### src/rtl/psram_user_resp.sv
// psram_user_resp: synthesizable stand-in for the PSRAM controller user port, backed by a word memory.
// Define PSRAM_RESP_STAT_EN to add burst counters and a dropped-command flag.
//
// state  | meaning
// INIT   | emulated calibration countdown after reset
// IDLE   | psram_done high, waiting for psram_exe
// LAT    | access latency before the first beat
// WBURST | psram_wr_valid high, one word written per cycle
// RBURST | psram_rd_valid high, one word returned per cycle
// FIN    | one quiet cycle before returning to IDLE
module psram_user_resp #(
  parameter int ADDR_W      = 8,
  parameter int INIT_CYCLES = 16,
  parameter int LATENCY     = 4,
  parameter int WRAP_BITS   = 5
) (
  input  logic        sys_clk,
  input  logic        sys_rst,
  output logic        init_cable_complete,
  input  logic        psram_exe,
  input  logic        rw_ctrl,
  input  logic        bit_ctrl,
  input  logic [1:0]  byte_write,
  input  logic        wrap_in,
  input  logic [31:0] addr_in,
  input  logic [15:0] data_in,
  input  logic [11:0] burst_len,
  input  logic [1:0]  command_in,
  output logic        psram_wr_valid,
  output logic        psram_rd_valid,
  output logic [15:0] data_out,
  output logic        psram_done
`ifdef PSRAM_RESP_STAT_EN
  ,
  output logic [15:0] wr_burst_cnt,
  output logic [15:0] rd_burst_cnt,
  output logic        cmd_drop
`endif
);

  typedef enum logic [2:0] {INIT, IDLE, LAT, WBURST, RBURST, FIN} state_t;

  localparam logic [ADDR_W-1:0] WRAP_MASK = ADDR_W'((1 << WRAP_BITS) - 1);

  state_t            state_q;
  logic [11:0]       cnt_q;
  logic              init_done_q, done_q, wr_valid_q, rd_valid_q;
  logic [15:0]       data_out_q;
  logic              rw_q, bit_q, wrap_q, zero_q;
  logic [1:0]        be_q;
  logic [ADDR_W-1:0] addr_q, addr_d;
  logic [11:0]       len_q;
  logic [15:0]       mem_q [2**ADDR_W];
  logic [15:0]       rd_word;
  logic              zero_cmd;
  logic              unused_addr;

  assign unused_addr = ^addr_in[31:ADDR_W];
  assign zero_cmd    = (command_in != 2'b00) || (burst_len == 12'd0);

  always_comb begin
    addr_d = '0;
    if (wrap_q) addr_d = addr_q + 1'b1;
    else        addr_d = (addr_q & ~WRAP_MASK) | ((addr_q + 1'b1) & WRAP_MASK);
    rd_word = bit_q ? mem_q[addr_q] : {8'h00, mem_q[addr_q][7:0]};
  end

  // byte_write bits are masks: a set bit protects that byte
  always_ff @(posedge sys_clk) begin
    if (state_q == WBURST) begin
      if (!be_q[0])         mem_q[addr_q][7:0]  <= data_in[7:0];
      if (bit_q && !be_q[1]) mem_q[addr_q][15:8] <= data_in[15:8];
    end
  end

  always_ff @(posedge sys_clk or negedge sys_rst) begin
    if (!sys_rst) begin
      state_q     <= INIT;
      cnt_q       <= 12'(INIT_CYCLES - 1);
      init_done_q <= 1'b0;
      done_q      <= 1'b0;
      wr_valid_q  <= 1'b0;
      rd_valid_q  <= 1'b0;
      data_out_q  <= 16'h0000;
      rw_q        <= 1'b0;
      bit_q       <= 1'b0;
      wrap_q      <= 1'b0;
      zero_q      <= 1'b0;
      be_q        <= 2'b00;
      addr_q      <= '0;
      len_q       <= 12'd0;
    end else begin
      case (state_q)
        INIT: begin
          if (cnt_q == 12'd0) begin
            state_q     <= IDLE;
            init_done_q <= 1'b1;
            done_q      <= 1'b1;
          end else begin
            cnt_q <= cnt_q - 12'd1;
          end
        end
        IDLE: begin
          if (psram_exe) begin
            rw_q    <= rw_ctrl;
            bit_q   <= bit_ctrl;
            be_q    <= byte_write;
            wrap_q  <= wrap_in;
            addr_q  <= addr_in[ADDR_W-1:0];
            len_q   <= burst_len;
            zero_q  <= zero_cmd;
            done_q  <= 1'b0;
            // a beatless command spends the first-beat slot in LAT
            cnt_q   <= zero_cmd ? 12'(LATENCY) : 12'(LATENCY - 1);
            state_q <= LAT;
          end
        end
        LAT: begin
          if (cnt_q != 12'd0) begin
            cnt_q <= cnt_q - 12'd1;
          end else if (zero_q) begin
            state_q <= FIN;
          end else begin
            cnt_q <= len_q;
            if (rw_q) begin
              wr_valid_q <= 1'b1;
              state_q    <= WBURST;
            end else begin
              rd_valid_q <= 1'b1;
              data_out_q <= rd_word;
              addr_q     <= addr_d;
              state_q    <= RBURST;
            end
          end
        end
        WBURST: begin
          addr_q <= addr_d;
          if (cnt_q == 12'd1) begin
            wr_valid_q <= 1'b0;
            state_q    <= FIN;
          end else begin
            cnt_q <= cnt_q - 12'd1;
          end
        end
        RBURST: begin
          if (cnt_q == 12'd1) begin
            rd_valid_q <= 1'b0;
            state_q    <= FIN;
          end else begin
            data_out_q <= rd_word;
            addr_q     <= addr_d;
            cnt_q      <= cnt_q - 12'd1;
          end
        end
        FIN: begin
          done_q  <= 1'b1;
          state_q <= IDLE;
        end
        default: state_q <= INIT;
      endcase
    end
  end

  assign init_cable_complete = init_done_q;
  assign psram_done          = done_q;
  assign psram_wr_valid      = wr_valid_q;
  assign psram_rd_valid      = rd_valid_q;
  assign data_out            = data_out_q;

`ifdef PSRAM_RESP_STAT_EN
  logic [15:0] wr_cnt_q, rd_cnt_q;
  logic        drop_q;

  always_ff @(posedge sys_clk or negedge sys_rst) begin
    if (!sys_rst) begin
      wr_cnt_q <= 16'h0000;
      rd_cnt_q <= 16'h0000;
      drop_q   <= 1'b0;
    end else begin
      if (state_q == FIN && !zero_q) begin
        if (rw_q) wr_cnt_q <= wr_cnt_q + 16'd1;
        else      rd_cnt_q <= rd_cnt_q + 16'd1;
      end
      if (psram_exe && !done_q && state_q != INIT) drop_q <= 1'b1;
    end
  end

  assign wr_burst_cnt = wr_cnt_q;
  assign rd_burst_cnt = rd_cnt_q;
  assign cmd_drop     = drop_q;
`endif

endmodule

### config.mk
export PLATFORM = sky130hd
export DESIGN_NAME = psram_user_resp
export DESIGN_NICKNAME = d
export VERILOG_FILES = /design/src/rtl/psram_user_resp.sv
export SDC_FILE = /design/constraint.sdc
export NUM_CORES = 2
export LEC_CHECK = 0
export ABC_AREA = 0
export BUFFER_PORTS_ARGS = -buffer_cell sky130_fd_sc_hd__buf_4
export CAP_MARGIN = 5
export CORE_AREA = 2 2 639 641
export CTS_CLUSTER_SIZE = 40
export DETAILED_ROUTE_END_ITERATION = 16
export DIE_AREA = 0 0 641 643
export PLACE_DENSITY_LB_ADDON = 0.2
export SYNTH_ARGS = -nofsm -noshare
export SYNTH_HDL_FRONTEND = slang
export SYNTH_SLANG_ARGS = --single-unit
### constraint.sdc
create_clock -name sys_clk -period 10.4 [get_ports sys_clk]
set_clock_uncertainty 0.05 [all_clocks]
set_input_delay 2.08 -clock sys_clk [delete_from_list [all_inputs] [get_ports sys_clk]]
set_output_delay 2.08 -clock sys_clk [all_outputs]
set_load 0.03 [all_outputs]
==> results.md <==
- Total power of the final layout: 46.3 mW
- Leading post-synthesis cells by instance count: 4096 x sky130_fd_sc_hd__edfxtp_1, 923 x sky130_fd_sc_hd__mux4_2, 604 x sky130_fd_sc_hd__nor2_1
- Detailed-route wire length per cell: 31.3 um
- Status: complete, no violations
- Port-buffer cells: 65
- Final Hold Vio Count: 0
- CTS tree: built
- Mapped Area: 0.161 mm^2
- First DRT Iteration DRCs: 8999
- Setup TNS: 0 ns
- Final worst path period need: 5.35 ns
- Clock transition at path regs: 0.07 ns
- Synth top area share: 76.2%
- EDFF count, synth: 4096
- Count of pins on the block boundary: 90
- Count of filler cells inserted in the layout: 34300
- Sequential fraction of the synthesis area: 77.1%
- CTS H-tree depth: 5
- RePlAce Congestion: 0.804
- Pin count of the biggest net entering global routing: 178
- Buffer depth of the longest clock path: 4
- Number of buffers added by the clock tree synthesis step: 427
- Largest cells by area after synthesis: sky130_fd_sc_hd__edfxtp_1 76%, sky130_fd_sc_hd__mux4_2 13%, sky130_fd_sc_hd__mux2i_1 2.1%
- Final count of pins violating max slew: 0
- Area of the die: 0.412 mm^2
- Max Clk Rate: 0.187 GHz
- Unrepaired setup endpoints after global routing: no
- Layout overhead on the synthesized area: 12.4%
- Layout Cell Area excl Fill: 0.182 mm^2
- Maximum fanout count along the critical path: 62
- Wire length of the first global-routing pass: 604 mm
- Nature of the critical path endpoint: register
- Clock root cell: sky130_fd_sc_hd__clkbuf_16
- Area inside the core boundary: 0.405 mm^2
- Startpoint type of the worst setup path: register
- Static power due to leakage: 55.7 nW
- Number of unique standard cell types used by synthesis: 71
- Share of cells above drive strength 1: 22.5%
- Post-route fraction of the period consumed by the critical path: 51.4%
- Register cell area after layout: 0.125 mm^2
- Post-DR vias/cell: 5.76
- Average footprint of a synthesized cell: 21.0 um^2
- Worst-case hold slack: 0.461 ns
- Detailed-router iteration count before antenna repair: 8
- Clock latency reported for the late side of the worst-skew pair: 0.97 ns
- Synthesized netlist net count: 7775
- Post-synthesis cell type with the largest combined area: sky130_fd_sc_hd__edfxtp_1
- Final-report setup violation count: 0
- Vias: 78600
- Die outline width: 641 um
- Initial antenna violation count: 25
- CP Class: register to register
- Total of cells resized after clock tree synthesis: 0
- Required time of the worst setup path: 11.15 ns
- Placed Area: 0.168 mm^2
- Total placed cells including tap cells: 12900
- Total clock sinks: 4157
- Count of nets after finishing: 7959
- Fin util: 44.8%
- Global route overflow: 0
- Data arrival time of the critical path: 6.10 ns
- Effective utilization at floorplan: 39.8%
- Area of the multi-input gates: 0.0345 mm^2
- Number of warning messages in the yosys log: 0
- Gate count after technology mapping: 7698
- Detailed placement HPWL: 252 mm
- Combined global-route utilization of all metal layers: 20.4%
- Max-capacitance violation count: 0
- Async S/R FF share, synth: 1.47%
- Number of storage elements in the synthesis netlist: 4157
- Peak VDD IR: 0.208 mV
- PnR worst setup slack: 5.05 ns
- Postcts setup bufs: 0
- Transition time at the pin with the least slew margin: 1.35 ns
- Total length of routed wires: 427 mm
- Number of hold buffers added after cts: 0
- Die outline height: 643 um
- Floorplan row count: 234
- Count of antenna-violating nets left after detailed routing: 0
- Number of remaining DRC errors: 0
- Power density relative to cell area: 255 mW/mm^2
- Final cell count without fillers: 13700
- Dominant cell by count in the synthesized netlist: sky130_fd_sc_hd__edfxtp_1
- Via count of the first global-routing pass: 79600
- Worst slew margin relative to its limit: 9.41%
- Pre-CTS setup slack: 5.05 ns
- Synth Flop Type: sky130_fd_sc_hd__edfxtp_1
- Worst hold path class: register to register
## layout make-up
cell class	count	area share, %
multi-input combinational	3044	19.0
clock buffer	529	6.26
timing repair buffer	239	1.16
clock inverter	246	1.19
sequential	4157	68.6
tap	5428	3.74
antenna	5	0.00689
inverter	13	0.0283
## worst max-delay path, cell delays in order, from the launching register on
cell,delay (ns)
sky130_fd_sc_hd__dfrtp_4,0.85
sky130_fd_sc_hd__buf_4,0.39
sky130_fd_sc_hd__buf_4,0.49
sky130_fd_sc_hd__and2_4,0.50
sky130_fd_sc_hd__buf_4,0.71
sky130_fd_sc_hd__a221oi_1,0.22
sky130_fd_sc_hd__o21ai_0,0.23
sky130_fd_sc_hd__nand4_1,0.31
sky130_fd_sc_hd__a2111oi_1,1.16
sky130_fd_sc_hd__o31ai_1,0.12
## cell usage in the layout (no fill, tap or decap), types with 39 or more instances in the layout
cell type                      n
sky130_fd_sc_hd__a21oi_1      77
sky130_fd_sc_hd__a221oi_1     89
sky130_fd_sc_hd__a22o_1       39
sky130_fd_sc_hd__a22oi_1     109
sky130_fd_sc_hd__a31oi_1      51
sky130_fd_sc_hd__buf_4       206
sky130_fd_sc_hd__clkbuf_1     83
sky130_fd_sc_hd__clkbuf_16   436
sky130_fd_sc_hd__clkinv_1     97
sky130_fd_sc_hd__clkinv_2     84
sky130_fd_sc_hd__dfrtp_1      49
sky130_fd_sc_hd__edfxtp_1   4096
sky130_fd_sc_hd__mux2i_1     339
sky130_fd_sc_hd__mux4_2      923
sky130_fd_sc_hd__nand2_1     132
sky130_fd_sc_hd__nand3_1     153
sky130_fd_sc_hd__nand4_1      41
sky130_fd_sc_hd__nor2_1      601
sky130_fd_sc_hd__o21ai_0     119
sky130_fd_sc_hd__o22ai_1      47
## report_power, final
part	internal [mW]	total [mW]	leakage (nW)	switching, mW
Sequential	18.6	18.9	37.5	0.326
Clock	8.52	15.0	6.63	6.44
Combinational	4.77	12.5	11.5	7.68
## flip-flops by register name, summed over array words and instances (netlist names), 2 cells and up
name and cells:
state_q 3, mem_q 4096, cnt_q 12, addr_q 8, len_q 12, data_out 16
be_q 2
## routing by layer
layer  up-vias  GRT usage, %  wire length [um]
li1      32600             -                 -
met1     42700          29.3            183000
met2      2771          33.0            206000
met3       584          2.78             27600
met4         6          5.25             11200
met5         -             0                43
## path summary, 6_finish.rpt
kind                                      from                  end  slack, ns  cells after the start
hold / removal             init_cable_complete  init_cable_complete       0.46                      1
min in group asynchronous              sys_rst          data_out[8]       0.88                      1
hold reg to reg            init_cable_complete  init_cable_complete       0.46                      1
setup / recovery                     addr_q[1]         data_out[13]       5.05                      9
setup reg to reg                     addr_q[1]         data_out[13]       5.05                      9
max in group asynchronous              sys_rst            addr_q[0]       8.06                      2
## cell families (layout without fill, tap and decap cells)
family | Yosys count | in the layout | synth area share, %
xor gates and xnor gates | 1 | 1 | 0.00543
and+or+nand+nor | 1066 | 1066 | 2.87
muxes | 1313 | 1313 | 15.5
other | 0 | 5 | 0
AOI/OAI and AO/OA | 657 | 657 | 2.85
DFF | 4157 | 4157 | 77.1
adders and majority gates | 7 | 7 | 0.0543
buffers and inverters | 497 | 1027 | 1.62
Power figures use the tool's default switching activity.
